### src/rtl/bclk_training_ctrl.sv
// bclk_training_ctrl: sweeps the BCLK input delay for two sampling-edge transitions,
// backs off to the eye centre, then observes the eye monitor and reports status.
module bclk_training_ctrl #(
   parameter int SETTLE_CYCLES    = 8,
   parameter int MAX_TAPS         = 128,
   parameter int MIN_GAP          = 4,
   parameter int EYE_CHECK_CYCLES = 64
) (
   input  logic       FAB_CLK,
   input  logic       ARST_N,
   input  logic       start,
   output logic       busy,
   output logic       done,
   output logic       fail,
   output logic [1:0] fail_code,
   output logic [7:0] edge0_tap,
   output logic [7:0] edge1_tap,
   output logic [7:0] final_tap,
   output logic       eye_early,
   output logic       eye_late,
   output logic       DELAY_LINE_LOAD,
   output logic       DELAY_LINE_MOVE,
   output logic       DELAY_LINE_DIRECTION,
   input  logic       DELAY_LINE_OUT_OF_RANGE,
   output logic       EYE_MONITOR_CLEAR_FLAGS,
   input  logic       EYE_MONITOR_EARLY,
   input  logic       EYE_MONITOR_LATE,
   input  logic [7:0] RX_DATA
);
   typedef enum logic [3:0] {
      IDLE, LOAD, SETTLE, SAMPLE, STEP, CENTER, CSETTLE, EYE_CLR, EYE_CHK, DONE, FAIL
   } state_t;
   state_t state, nstate;
   logic [15:0] cnt;
   logic [7:0] prev_sample, mid;
   logic [8:0] sum;
   logic [1:0] code_d;
   logic prev_valid, edge0_found, changed, smp, inc_mv, dec_mv;
   assign sum = {1'b0, edge0_tap} + {1'b0, edge1_tap};
   assign mid = 8'(sum >> 1);
   assign changed = prev_valid && (RX_DATA != prev_sample);
   assign smp = (state == SAMPLE) && (nstate != FAIL);
   assign inc_mv = (state == STEP) && (nstate == SETTLE);
   assign dec_mv = (state == CENTER) && (nstate == CSETTLE);
   always_comb begin
      nstate = state;
      code_d = fail_code;
      case (state)
         IDLE:    if (start) begin
                     nstate = LOAD;
                     code_d = 2'b00;
                  end
         LOAD:    nstate = SETTLE;
         SETTLE:  if (cnt == 16'(SETTLE_CYCLES - 1)) nstate = SAMPLE;
         SAMPLE:  nstate = (changed && edge0_found && (final_tap - edge0_tap) >= 8'(MIN_GAP)) ? CENTER : STEP;
         STEP:    if (final_tap == 8'(MAX_TAPS - 1)) begin
                     nstate = FAIL;
                     code_d = edge0_found ? 2'b10 : 2'b01;
                  end else nstate = SETTLE;
         // direction must already read 0 for a cycle before the first decrement
         CENTER:  nstate = (final_tap == mid) ? EYE_CLR : (!DELAY_LINE_DIRECTION ? CSETTLE : CENTER);
         CSETTLE: if (cnt == 16'(SETTLE_CYCLES - 1)) nstate = CENTER;
         EYE_CLR: nstate = EYE_CHK;
         EYE_CHK: if (cnt == 16'(EYE_CHECK_CYCLES - 1)) nstate = DONE;
         default: nstate = IDLE;
      endcase
      if (DELAY_LINE_OUT_OF_RANGE && !(state inside {IDLE, DONE, FAIL})) begin
         nstate = FAIL;
         code_d = 2'b11;
      end
   end
   always_ff @(posedge FAB_CLK or negedge ARST_N)
      if (!ARST_N) state <= IDLE;
      else state <= nstate;
   always_ff @(posedge FAB_CLK or negedge ARST_N) begin
      if (!ARST_N) begin
         cnt                     <= '0;
         busy                    <= 1'b0;
         done                    <= 1'b0;
         fail                    <= 1'b0;
         fail_code               <= '0;
         edge0_tap               <= '0;
         edge1_tap               <= '0;
         final_tap               <= '0;
         eye_early               <= 1'b0;
         eye_late                <= 1'b0;
         DELAY_LINE_LOAD         <= 1'b0;
         DELAY_LINE_MOVE         <= 1'b0;
         DELAY_LINE_DIRECTION    <= 1'b0;
         EYE_MONITOR_CLEAR_FLAGS <= 1'b0;
         prev_sample             <= '0;
         prev_valid              <= 1'b0;
         edge0_found             <= 1'b0;
      end else begin
         cnt                     <= (nstate == state) ? cnt + 16'd1 : '0;
         busy                    <= !(nstate inside {IDLE, DONE, FAIL});
         done                    <= nstate == DONE;
         fail                    <= nstate == FAIL;
         fail_code               <= code_d;
         DELAY_LINE_LOAD         <= (state == LOAD) && (nstate == SETTLE);
         DELAY_LINE_MOVE         <= inc_mv || dec_mv;
         EYE_MONITOR_CLEAR_FLAGS <= (state == EYE_CLR) && (nstate == EYE_CHK);
         if (state == LOAD || inc_mv) DELAY_LINE_DIRECTION <= 1'b1;
         else if (state == CENTER) DELAY_LINE_DIRECTION <= 1'b0;
         if (state == LOAD) final_tap <= '0;
         else if (inc_mv) final_tap <= final_tap + 8'd1;
         else if (dec_mv) final_tap <= final_tap - 8'd1;
         if (state == LOAD) prev_valid <= 1'b0;
         else if (smp) prev_valid <= 1'b1;
         if (smp) prev_sample <= RX_DATA;
         if (state == IDLE && start) begin
            edge0_tap   <= '0;
            edge1_tap   <= '0;
            edge0_found <= 1'b0;
            eye_early   <= 1'b0;
            eye_late    <= 1'b0;
         end
         if (smp && changed && !edge0_found) begin
            edge0_tap   <= final_tap;
            edge0_found <= 1'b1;
         end
         if (smp && nstate == CENTER) edge1_tap <= final_tap;
         if (state == EYE_CHK && nstate != FAIL) begin
            eye_early <= eye_early | EYE_MONITOR_EARLY;
            eye_late  <= eye_late | EYE_MONITOR_LATE;
         end
      end
   end
endmodule

### config.mk
export PLATFORM = sky130hd
export DESIGN_NAME = bclk_training_ctrl
export DESIGN_NICKNAME = d
export VERILOG_FILES = /design/src/rtl/bclk_training_ctrl.sv
export SDC_FILE = /design/constraint.sdc
export NUM_CORES = 1
export LEC_CHECK = 0
export ABC_AREA = 1
export ABC_CLOCK_PERIOD_IN_PS = 8000
export BUFFER_PORTS_ARGS = -buffer_cell sky130_fd_sc_hd__buf_2
export CAP_MARGIN = 20
export CORE_MARGIN = 10
export CORE_UTILIZATION = 46
export DETAILED_ROUTE_END_ITERATION = 10
export GPL_ROUTABILITY_DRIVEN = 0
export GPL_TIMING_DRIVEN = 0
export MAX_ROUTING_LAYER = met4
export PLACE_DENSITY = 0.65
export SLEW_MARGIN = 25
export SYNTH_ARGS = -nofsm -noshare
export SYNTH_HDL_FRONTEND = slang
export SYNTH_SLANG_ARGS = --single-unit
### constraint.sdc
create_clock -name FAB_CLK -period 8 [get_ports FAB_CLK]
set_input_delay 0.8 -clock FAB_CLK [delete_from_list [all_inputs] [get_ports FAB_CLK]]
set_output_delay 0.8 -clock FAB_CLK [all_outputs]
set_load 0.01 [all_outputs]
==> metrics.csv, run 1 <==
stage,metric,value,unit
status,run_status,"complete, no violations",
detailed_routing,wl_met2,5300,um
layout,post_route_cells_drive_above_1_share,0.161,
clock_tree,cts_hold_buffers,0,
logic_synthesis,ys_top_cells_by_area,"dfrtp_1 38%, nand2_1 15%, inv_1 7.2%",
worst_setup_path,cp_data_arrival_time,3770,ps
timing,grt_setup_unrepaired,no,
logic_synthesis,ys.flop_type,dfrtp_1,
detailed_routing,detailroute.wirelength.met3,388,um
logic_synthesis,synth.largest_area_cell,dfrtp_1,
clock_tree,cts_resized,0,
layout,antenna_cells_inserted,0,
detailed_routing,drtAntennaViolNets,0,
global_route,overall_routing_resource_usage,0.165,
worst_setup_path,endpoint_kind,register,
place,preCtsSetupSlack,4340,ps
clock_tree,tritoncts,done,
die,core.rowCount,35,
place,numPortBuffers,48,
place,detailed_place_hpwl,7980,um
die,die_x,117,um
global_route,grt_pass1_wl,17600,um
die,die_y,117,um
timing,fin_ws,4470,ps
global_route,number_of_global_route_vias_before_repair,3935,
clock_tree,clock_tree.root_cell,clkbuf_8,
power_and_ir_drop,power.density_cell_area,327,nW/um^2
layout,syn_to_final_growth,13.0,%
detailed_routing,wl_per_cell,13.8,um
logic_synthesis,synthesized_area_per_cell,7.45,sq um
logic_synthesis,postSynthRegisterBits,65,
logic_synthesis,synth_edf_count,0,
logic_synthesis,synth_top_cells_by_count,"167 x nand2_1, 82 x inv_1, 65 x dfrtp_1",
job,max_cap_viol_count,0,
timing,max_freq,283,MHz
worst_hold_path,worstHoldPathType,input port to async pin,
timing,worst_slew_pin_slew,640,ps
worst_setup_path,setup.worst_path.class,register to register,
timing,setup_tns,0,ps
logic_synthesis,syn_nets,613,
global_route,grt_max_degree,43,
power_and_ir_drop,ir_worst_vdd,163,uV
logic_synthesis,synth_top_area_frac,0.380,
logic_synthesis,yosysMostFrequentCell,nand2_1,
clock_tree,clock_path_buffers,2,
timing,post-route-min-period,3530,ps
timing,skew,7.84,ps
layout,nets,673,
timing,relSlewSlack,0.573,
detailed_routing,dr.max_layer_used,met4,
worst_setup_path,critPathMaxFanout,15,
logic_synthesis,yosys_warnings,0,
timing,finalCritPeriodShare,0.441,
logic_synthesis,synth.yosys.seq_area_share,0.380,
clock_tree,cts_post_setup_buffers_inserted,0,
layout,stdcell_count,751,
die,coreArea,9150,sq um
die,boundary_pin_count,49,
timing,setup_viol,0,
timing,max_transition_viols_final,0,
clock_tree,cts_made_buffers,9,
worst_setup_path,worst_ep_required_time,8240,ps
clock_tree,clk_pin_slew,70,ps
timing,hold_viol_final,0,
detailed_routing,detail_route.vias_per_cell,5.11,
clock_tree,clkLatencyLatePin,340,ps
detailed_routing,num_vias,3837,
clock_tree,htreeDepth,3,
detailed_routing,finalWirelength,10300,um
detailed_routing,drc,0,
place,place_inst,735,
logic_synthesis,syn_area,4280,sq um
logic_synthesis,postSynth.asyncResetShare,1.00,
detailed_routing,drt_pass1_iterations,4,
power_and_ir_drop,p_leak,2.62,nW
logic_synthesis,count_of_unique_library_cells_instantiated_by_yosys,38,
global_route,grt_overflow_total,0,
die,initial_utilization,0.468,
global_route,antenna_violations_before_repair,0,
logic_synthesis,post_synthesis_instance_total,575,
detailed_routing,detailedRoute.firstIterationViolations,158,
detailed_routing,wl_met1,4490,um
worst_setup_path,crit_path_start_kind,register,
clock_tree,clock-sinks,65,
die,area_enclosed_by_the_die_boundary,13600,sq um
layout,finalCoreUtilization,0.529,
[cell families after synthesis]
logic type	Yosys count	share of synthesized area
and+or+nand+nor	315	0.334
buffers and inverters	97	0.0900
DFF	65	0.380
AOI/OAI and AO/OA	43	0.0575
xor gates and xnor gates	31	0.0634
adders and majority gates	24	0.0754
[report_power, final]
part | internal, mW | switching, mW
combinational | 0.330 | 0.533
sequential | 0.400 | 0.0798
clock | 0.111 | 0.131
[flip-flops by register name, summed over array words and instances (netlist names), 2 cells and up]
register and cells:
state 4, prev_sample 8, fail_code 2, cnt 16, edge0_tap 8, final_tap 8, edge1_tap 8
[worst paths after layout]
kind / startpoint / cells after the start / slack, ps / to
setup / recovery: state[1] / 17 / 4470 / final_tap[6]
setup reg to reg: state[1] / 17 / 4470 / final_tap[6]
max in group asynchronous: ARST_N / 2 / 7120 / cnt[10]
hold reg to reg: cnt[0] / 1 / 460 / cnt[0]
hold / removal: ARST_N / 1 / 350 / prev_sample[1]
min in group FAB_CLK: cnt[0] / 1 / 460 / cnt[0]
[worst max-delay path: stages, from the launching register on]
cell and delay [ps]:
dfrtp_1 450, nor2_2 130, clkinv_1 130, nand2_2 110, o31ai_2 80, nor2_2 150
inv_4 100, nand2_1 190, clkbuf_1 530, inv_1 130, fa_1 440, o21ai_0 330
a21oi_1 120, o21ai_0 230, xnor2_1 150, inv_1 50, nand2_1 60, nand2_1 50
[layer usage]
| metal | global-route usage | vias to the layer above |
|---|---|---|
| met3 | 0.0277 | 13 |
| li1 | - | 1946 |
| met4 | 0.0626 | 0 |
| met5 | - | - |
| met1 | 0.181 | 1818 |
| met2 | 0.293 | 60 |
[per-stage QoR]
| step | hold slack [ps] | total power [mW] | cell area, sq um |
|---|---|---|---|
| CTS | 354 | 1.60 | 4840 |
| global route | 362 | 1.73 | 4840 |
| global placement | 448 | 1.32 | 4660 |
| detailed placement | 453 | 1.35 | 4690 |
| floorplan | 424 | 1.13 | 4280 |
| finish | 350 | 1.58 | 4840 |
[layout by cell type, fill, tap and decap left out, types with 3 or more instances in the layout]
cell	count
clkbuf_8	9
fa_1	3
nand2_1	167
o21ai_0	11
o22ai_1	7
nor3_1	10
xnor2_1	15
clkbuf_1	6
xor2_1	16
dfrtp_1	65
inv_1	82
buf_2	47
a21oi_1	17
nand2_2	7
nand3_1	44
nor2_2	13
ha_1	21
nand4_1	18
inv_2	5
a31oi_1	3
nor2_1	43
clkinv_2	4
[area by class of cell]
type | instances | area [sq um]
Buffer | 6 | 38.8
Clock buffer | 12 | 135
Clock inverter | 4 | 20.0
Fill cell | 902 | 4310
Inverter | 91 | 347
Multi-Input combinational cell | 413 | 2270
Sequential cell | 65 | 1630
Tap cell | 111 | 139
Timing Repair Buffer | 49 | 263
Note: power is estimated with default switching activity, not from simulation.
==> inputs of run 2 (changes only) <==
--- a/config.mk
+++ b/config.mk
@@ -5,8 +5,8 @@
 export SDC_FILE = /design/constraint.sdc
 export NUM_CORES = 1
 export LEC_CHECK = 0
-export ABC_AREA = 1
-export ABC_CLOCK_PERIOD_IN_PS = 8000
+export ABC_AREA = 0
+export ABC_CLOCK_PERIOD_IN_PS = 3500
 export BUFFER_PORTS_ARGS = -buffer_cell sky130_fd_sc_hd__buf_2
 export CAP_MARGIN = 20
 export CORE_MARGIN = 10
==> constraint.sdc (replaced) <==
create_clock -name FAB_CLK -period 3.5 [get_ports FAB_CLK]
set_input_delay 0.35 -clock FAB_CLK [delete_from_list [all_inputs] [get_ports FAB_CLK]]
set_output_delay 0.35 -clock FAB_CLK [all_outputs]
set_load 0.01 [all_outputs]
==> run 2 against run 1 <==
- register-to-register slack worse by 4400 ps
- combinational power up 120%
- clock power grew to 3.0 times the previous value
- total power increased by 130%
- first-iteration DRC count up 120%
==> metrics.csv, run 2 <==
stage,metric,value,unit
place,preCtsSetupSlack,-475,ps
worst_setup_path,critPathMaxFanout,8,
global_route,grt_pass1_wl,17800,um
die,die_x,116,um
timing,relSlewSlack,0.591,
worst_setup_path,reg2reg_depth,14,
logic_synthesis,ys_top_cells_by_area,"dfrtp_1 38%, ha_1 6.2%, nand2_1 5.5%",
worst_setup_path,cp-startpoint,state[1],
global_route,grt_overflow_total,0,
worst_setup_path,critical_path.reg2reg.endpoint,final_tap[7],
worst_setup_path,setup.worst_path.class,register to register,
timing,finalCritPeriodShare,0.990,
worst_setup_path,crit_path_top_delay_cell,or4b_4,
logic_synthesis,yosysMostFrequentCell,dfrtp_1,
power_and_ir_drop,netSwitchingPower,1.58,mW
timing,skew,13.7,ps
layout,regMostFlops,cnt,
detailed_routing,detailedRoute.firstIterationViolations,351,
worst_setup_path,critical-path-max-stage-delay,550,ps
clock_tree,clock-sinks,65,
worst_setup_path,endpoint_kind,register,
timing,max_freq,289,MHz
worst_setup_path,crit_path_end,final_tap[7],
logic_synthesis,synth_top_cells_by_count,"65 x dfrtp_1, 62 x nand2_1, 28 x nand3_1",
clock_tree,cts_made_buffers,9,
timing,setup_viol,0,
layout,most-common-layout-cells,"63 x dfrtp_1, 62 x nand2_1, 52 x buf_2",
logic_synthesis,synth.largest_area_cell,dfrtp_1,
timing,fin_hold_ws,245,ps
worst_hold_path,worstHoldPathType,input port to register,
status,run_status,"complete, no violations",
timing,post-route-min-period,3470,ps
logic_synthesis,yosys_warnings,0,
global_route,number_of_global_route_vias_before_repair,3639,
place,detailed_place_hpwl,7810,um
logic_synthesis,syn_area,4270,sq um
logic_synthesis,synthesized_area_per_cell,9.16,sq um
die,die_y,116,um
power_and_ir_drop,share_seq_of_total_power,0.306,
logic_synthesis,count_of_unique_library_cells_instantiated_by_yosys,60,
timing,worst_slew_pin_slew,612,ps
detailed_routing,detail_route.vias_per_cell,5.75,
detailed_routing,wl_per_cell,16.6,um
worst_setup_path,crit_path_cell_trace,"buf_2, or4b_4, or3_4, nand4b_1, nand2b_4, ha_1, a21o_1, a21oi_2, nor2b_1, o21a_1, o41ai_2, xnor2_1, mux2i_1, o2bb2ai_1",
power_and_ir_drop,power.density_cell_area,742,nW/um^2
place,numPortBuffers,47,
clock_tree,clock_path_buffers,2,
layout,nets,569,
die,coreArea,9150,sq um
logic_synthesis,synth_edf_count,0,
die,area_enclosed_by_the_die_boundary,13500,sq um
logic_synthesis,ys.flop_type,dfrtp_1,
power_and_ir_drop,power.total,3.72,mW
clock_tree,tritoncts,done,
worst_setup_path,regToRegSetupSlack,30,ps
logic_synthesis,synth_top_area_frac,0.381,
timing,setup_tns,0,ps
power_and_ir_drop,pwr-share-comb,0.501,
layout,syn_to_final_growth,17.4,%
global_route,antenna_violations_before_repair,0,
worst_setup_path,worst_ep_required_time,3770,ps
layout,finalCoreUtilization,0.547,
detailed_routing,finalWirelength,10700,um
power_and_ir_drop,ir_worst_vdd,398,uV
layout,largest_reg_flops,16,
global_route,overall_routing_resource_usage,0.168,
logic_synthesis,synth.yosys.seq_area_share,0.381,
logic_synthesis,post_synthesis_instance_total,466,
timing,hold_viol_final,0,
power_and_ir_drop,p_int,2.14,mW
power_and_ir_drop,p_leak,2.29,nW
detailed_routing,drt_pass1_iterations,6,
detailed_routing,num_vias,3721,
timing,grt_setup_unrepaired,yes,
detailed_routing,drtAntennaViolNets,0,
die,initial_utilization,0.466,
clock_tree,clkLatencyLatePin,350,ps
timing,max_transition_viols_final,0,
logic_synthesis,postSynth.asyncResetShare,1.00,
global_route,grt_max_degree,35,
layout,layout.cells.most_common,dfrtp_1,
die,boundary_pin_count,49,
clock_tree,htreeDepth,3,
clock_tree,clock_tree.root_cell,clkbuf_8,
logic_synthesis,syn_nets,504,
worst_setup_path,crit_path_start_kind,register,
detailed_routing,drc,0,
die,core.rowCount,35,
timing,fin_ws,33.9,ps
layout,post_route_cells_drive_above_1_share,0.220,
power_and_ir_drop,power.share.clock,0.192,
power_and_ir_drop,netSwitchingFraction,0.425,
layout,filler_cell_count,843,
layout,antenna_cells_inserted,0,
worst_setup_path,timing.rr.start,state[1],
job,max_cap_viol_count,0,
clock_tree,clk_pin_slew,80,ps
worst_setup_path,cp_data_arrival_time,3730,ps
logic_synthesis,postSynthRegisterBits,65,
## run 2: what timing repair did
item,in CTS,in global routing
pin swaps,0,6
endpoints found under the hold margin,31,0
setup buffers,0,6
hold buffers,1,0
setup endpoints to repair,13,20
resized for setup,9,7
## run 2: logic make-up (layout without fill, tap and decap cells)
group	count (synthesis)	after routing	synth area share
AO/OA/AOI/OAI	104	104	0.171
AND/OR/NAND/NOR	170	170	0.192
flip-flops	65	65	0.381
adder cells (fa/ha/maj)	24	24	0.0756
XOR/XNOR	41	41	0.0841
buffers and inverters	41	111	0.0445
multiplexers	21	21	0.0516
## run 2: power groups by stage
stage          clock (mW)  sequential (mW)  combinational (mW)
4_1_cts             0.728             1.14                1.81
6_report            0.714             1.14                1.87
2_1_floorplan           0             1.13                1.32
5_1_grt             0.765             1.17                2.09
3_5_place_dp            0             1.13                1.79
3_3_place_gp            0             1.13                1.76
## run 2: final cells by class
| class | instances | area, sq um | share of cell area |
|---|---|---|---|
| buffer | 15 | 95.1 | 0.0190 |
| clock buffer | 10 | 128 | 0.0255 |
| clock inverter | 6 | 90.1 | 0.0180 |
| inverter | 25 | 93.8 | 0.0187 |
| multi-input combinational | 360 | 2510 | 0.501 |
| sequential | 65 | 1630 | 0.325 |
| tap | 111 | 139 | 0.0277 |
| timing repair buffer | 55 | 325 | 0.0649 |
## run 2: worst min-delay path by stage
stage | start | to | slack (ps) | cells after the start
final | EYE_MONITOR_LATE | eye_late | 240 | 3
after global routing | EYE_MONITOR_EARLY | eye_early | 250 | 3
after global placement | eye_early | eye_early | 470 | 2
after CTS | EYE_MONITOR_EARLY | eye_early | 240 | 3
after floorplan | ARST_N | DELAY_LINE_DIRECTION | 50 | 0
after detailed placement | ARST_N | edge0_tap[4] | 330 | 1
## run 2: per-stage QoR
| stage | std cells | instance area, sq um |
|---|---|---|
| after detailed placement | 625 | 4670 |
| after global placement | 624 | 4640 |
| after floorplan | 466 | 4270 |
| after CTS | 641 | 4920 |
| after global routing | 647 | 5010 |
| final | 647 | 5010 |
## run 2: critical path, delay by kind of cell, from the launching register on
| family | cells | cell delay, ps |
|---|---|---|
| buf+inv | 1 | 170 |
| mux | 1 | 100 |
| flops | 1 | 360 |
| fa+ha+maj | 1 | 230 |
| xor+xnor | 1 | 190 |
| compound gates | 5 | 1000 |
| simple gates | 5 | 1320 |
## run 2: layer usage
layer  part of all wire  global-route usage
met5                  0                   -
met4             0.0095              0.0467
met2               0.49               0.271
met1               0.45               0.211
met3              0.048              0.0334
==> inputs of run 3 (changes only) <==
--- a/config.mk
+++ b/config.mk
@@ -6,16 +6,15 @@
 export NUM_CORES = 1
 export LEC_CHECK = 0
 export ABC_AREA = 0
-export ABC_CLOCK_PERIOD_IN_PS = 3500
+export ABC_CLOCK_PERIOD_IN_PS = 3450
 export BUFFER_PORTS_ARGS = -buffer_cell sky130_fd_sc_hd__buf_2
 export CAP_MARGIN = 20
 export CORE_MARGIN = 10
-export CORE_UTILIZATION = 46
+export CORE_UTILIZATION = 40
 export DETAILED_ROUTE_END_ITERATION = 10
 export GPL_ROUTABILITY_DRIVEN = 0
 export GPL_TIMING_DRIVEN = 0
 export MAX_ROUTING_LAYER = met4
-export PLACE_DENSITY = 0.65
 export SLEW_MARGIN = 25
 export SYNTH_ARGS = -nofsm -noshare
 export SYNTH_HDL_FRONTEND = slang
==> constraint.sdc (replaced) <==
create_clock -name FAB_CLK -period 3.45 [get_ports FAB_CLK]
set_input_delay 0.345 -clock FAB_CLK [delete_from_list [all_inputs] [get_ports FAB_CLK]]
set_output_delay 0.345 -clock FAB_CLK [all_outputs]
set_load 0.01 [all_outputs]
==> run 3 against run 2 <==
- via count is 0.32% higher
- die area is 12% higher
- combinational power is 7% higher
- flip-flop and latch count stayed put
- total power is 4.7% higher
- fmax is 3.6% higher
- sequential share of layout area is 1.3 points lower
- global-route usage is 0.81 points lower
- register-to-register slack better by 70 ps
- hold slack worse by 9.7 ps
- utilization is 4.4 points lower
- worst setup slack better by 69 ps
==> metrics.csv, run 3 (synthesis results as in run 2) <==
stage,metric,value,unit
layout,syn_to_final_growth,22.4,%
global_route,grt_overflow_total,0,
worst_setup_path,critical_path.reg2reg.endpoint,final_tap[7],
place,place_inst,650,
worst_setup_path,crit_path_cell_trace,"or4b_4, or3_4, nand4b_1, nand2b_4, ha_1, a21o_1, a21oi_2, nor2b_1, o21a_1, o41ai_4, xnor2_1, mux2i_1, o2bb2ai_1",
die,area_enclosed_by_the_die_boundary,15200,sq um
power_and_ir_drop,power.density_cell_area,745,nW/um^2
worst_setup_path,cp_data_arrival_time,3620,ps
timing,post-route-min-period,3350,ps
detailed_routing,finalWirelength,11600,um
power_and_ir_drop,power.total,3.89,mW
detailed_routing,detailedRoute.firstIterationViolations,242,
global_route,grt_max_degree,38,
layout,filler_cell_count,1011,
worst_setup_path,endpoint_kind,register,
worst_setup_path,worst_ep_required_time,3730,ps
timing,relSlewSlack,0.607,
layout,antenna_cells_inserted,0,
worst_hold_path,worstHoldPathType,input port to register,
layout,multi_input_area,2570,sq um
timing,max_transition_viols_final,0,
die,die_x,123,um
timing,setup_viol,0,
detailed_routing,detail_route.vias_per_cell,5.44,
timing,hold_viol_final,0,
place,preCtsSetupSlack,-485,ps
layout,nets,583,
worst_setup_path,critPathMaxFanout,8,
power_and_ir_drop,p_leak,2.37,nW
worst_setup_path,crit_path_end,final_tap[7],
layout,layout.cells.most_common,nand2_1,
worst_setup_path,regToRegSetupSlack,100,ps
status,run_status,"complete, no violations",
worst_setup_path,critical-path-max-stage-delay,570,ps
layout,regMostFlops,cnt,
layout,post_route_cells_drive_above_1_share,0.251,
detailed_routing,drt_pass1_iterations,4,
detailed_routing,drtAntennaViolNets,0,
clock_tree,clock-sinks,65,
job,max_cap_viol_count,0,
worst_setup_path,crit_path_top_delay_cell,or4b_4,
detailed_routing,num_vias,3733,
layout,seqCellArea,1630,sq um
layout,largest_reg_flops,16,
timing,worst_slew_pin_slew,589,ps
global_route,overall_routing_resource_usage,0.160,
global_route,antenna_violations_before_repair,0,
place,numPortBuffers,47,
clock_tree,tritoncts,done,
die,boundary_pin_count,49,
worst_setup_path,timing.rr.start,state[0],
timing,fin_ws,103,ps
die,coreArea,10400,sq um
worst_setup_path,setup.worst_path.class,register to register,
clock_tree,clock_path_buffers,2,
layout,finalCoreUtilization,0.504,
layout,stdcell_count,686,
clock_tree,clock_tree.root_cell,clkbuf_8,
place,postPlaceCellArea,4700,sq um
timing,max_freq,299,MHz
worst_setup_path,cp-startpoint,state[0],
global_route,grt_pass1_wl,18900,um
place,detailed_place_hpwl,8160,um
clock_tree,htreeDepth,3,
worst_setup_path,crit_path_start_kind,register,
timing,finalCritPeriodShare,0.970,
clock_tree,clk_pin_slew,70,ps
die,initial_utilization,0.412,
detailed_routing,wl_per_cell,16.9,um
die,core.rowCount,37,
detailed_routing,drc,0,
worst_setup_path,reg2reg_depth,13,
layout,most-common-layout-cells,"62 x nand2_1, 61 x dfrtp_1, 50 x buf_2",
die,die_y,123,um
power_and_ir_drop,ir_worst_vdd,358,uV
clock_tree,clkLatencyLatePin,350,ps
global_route,number_of_global_route_vias_before_repair,3808,
clock_tree,cts_made_buffers,9,
layout,finalInstanceArea,5230,sq um
timing,skew,7.90,ps
[run 3: cell count changes in the layout (fill, tap and decap cells not counted), moves of 2 or more]
cell and change:
buf_2 -2, buf_4 +14, dfrtp_1 -2, dfrtp_2 +2
o41ai_2 -2, o41ai_4 +2
[run 3: timing repair]
action	CTS	global route
hold buffers	1	0
resized for setup	11	16
hold endpoints to repair	28	0
setup buffers	11	11
pin swaps	5	7
setup endpoints to repair	13	33
[run 3: critical path: cells and delay by family, from the launching register on]
family                     cells  cell delay (ps)
and+or+nand+nor                5             1320
AOI/OAI and AO/OA              5              970
DFF                            1              460
adders and majority gates      1              230
xor gates and xnor gates       1              190
muxes                          1              100
[run 3: how the worst min path moves through the flow]
stage | start | endpoint | cells after the start
3_5_place_dp | ARST_N | edge1_tap[4] | 1
5_1_grt | RX_DATA[7] | prev_sample[7] | 2
6_report | EYE_MONITOR_LATE | eye_late | 3
3_3_place_gp | eye_late | eye_late | 2
2_1_floorplan | ARST_N | DELAY_LINE_DIRECTION | 0
4_1_cts | EYE_MONITOR_LATE | eye_late | 3
[run 3: per-stage QoR]
stage                     hold WS, ps  setup TNS, ps
final                             235              0
after detailed placement          298          -2190
after global placement            475          -1600
after CTS                         220              0
after floorplan                  49.4              0
after global routing              241          -25.8
[run 3: cell type report]
type,count,share of cell area
buffer,13,0.0170
timing repair buffer,71,0.0876
clock inverter,5,0.0151
inverter,25,0.0184
sequential,65,0.312
multi-input combinational,360,0.492
tap,136,0.0326
clock buffer,11,0.0251
[run 3: layer usage]
layer / vias up / part of all wire / global-route usage
met5: - / 0 / -
met4: 0 / 0.018 / 0.0706
met3: 21 / 0.039 / 0.0305
met2: 98 / 0.50 / 0.250
met1: 1809 / 0.44 / 0.199
li1: 1805 / - / -
[run 3: where the power goes]
part	switching, mW	internal, mW	total, mW
sequential	0.223	0.950	1.17
combinational	1.12	0.878	2.00
clock	0.313	0.408	0.721
total	1.66	2.24	3.89
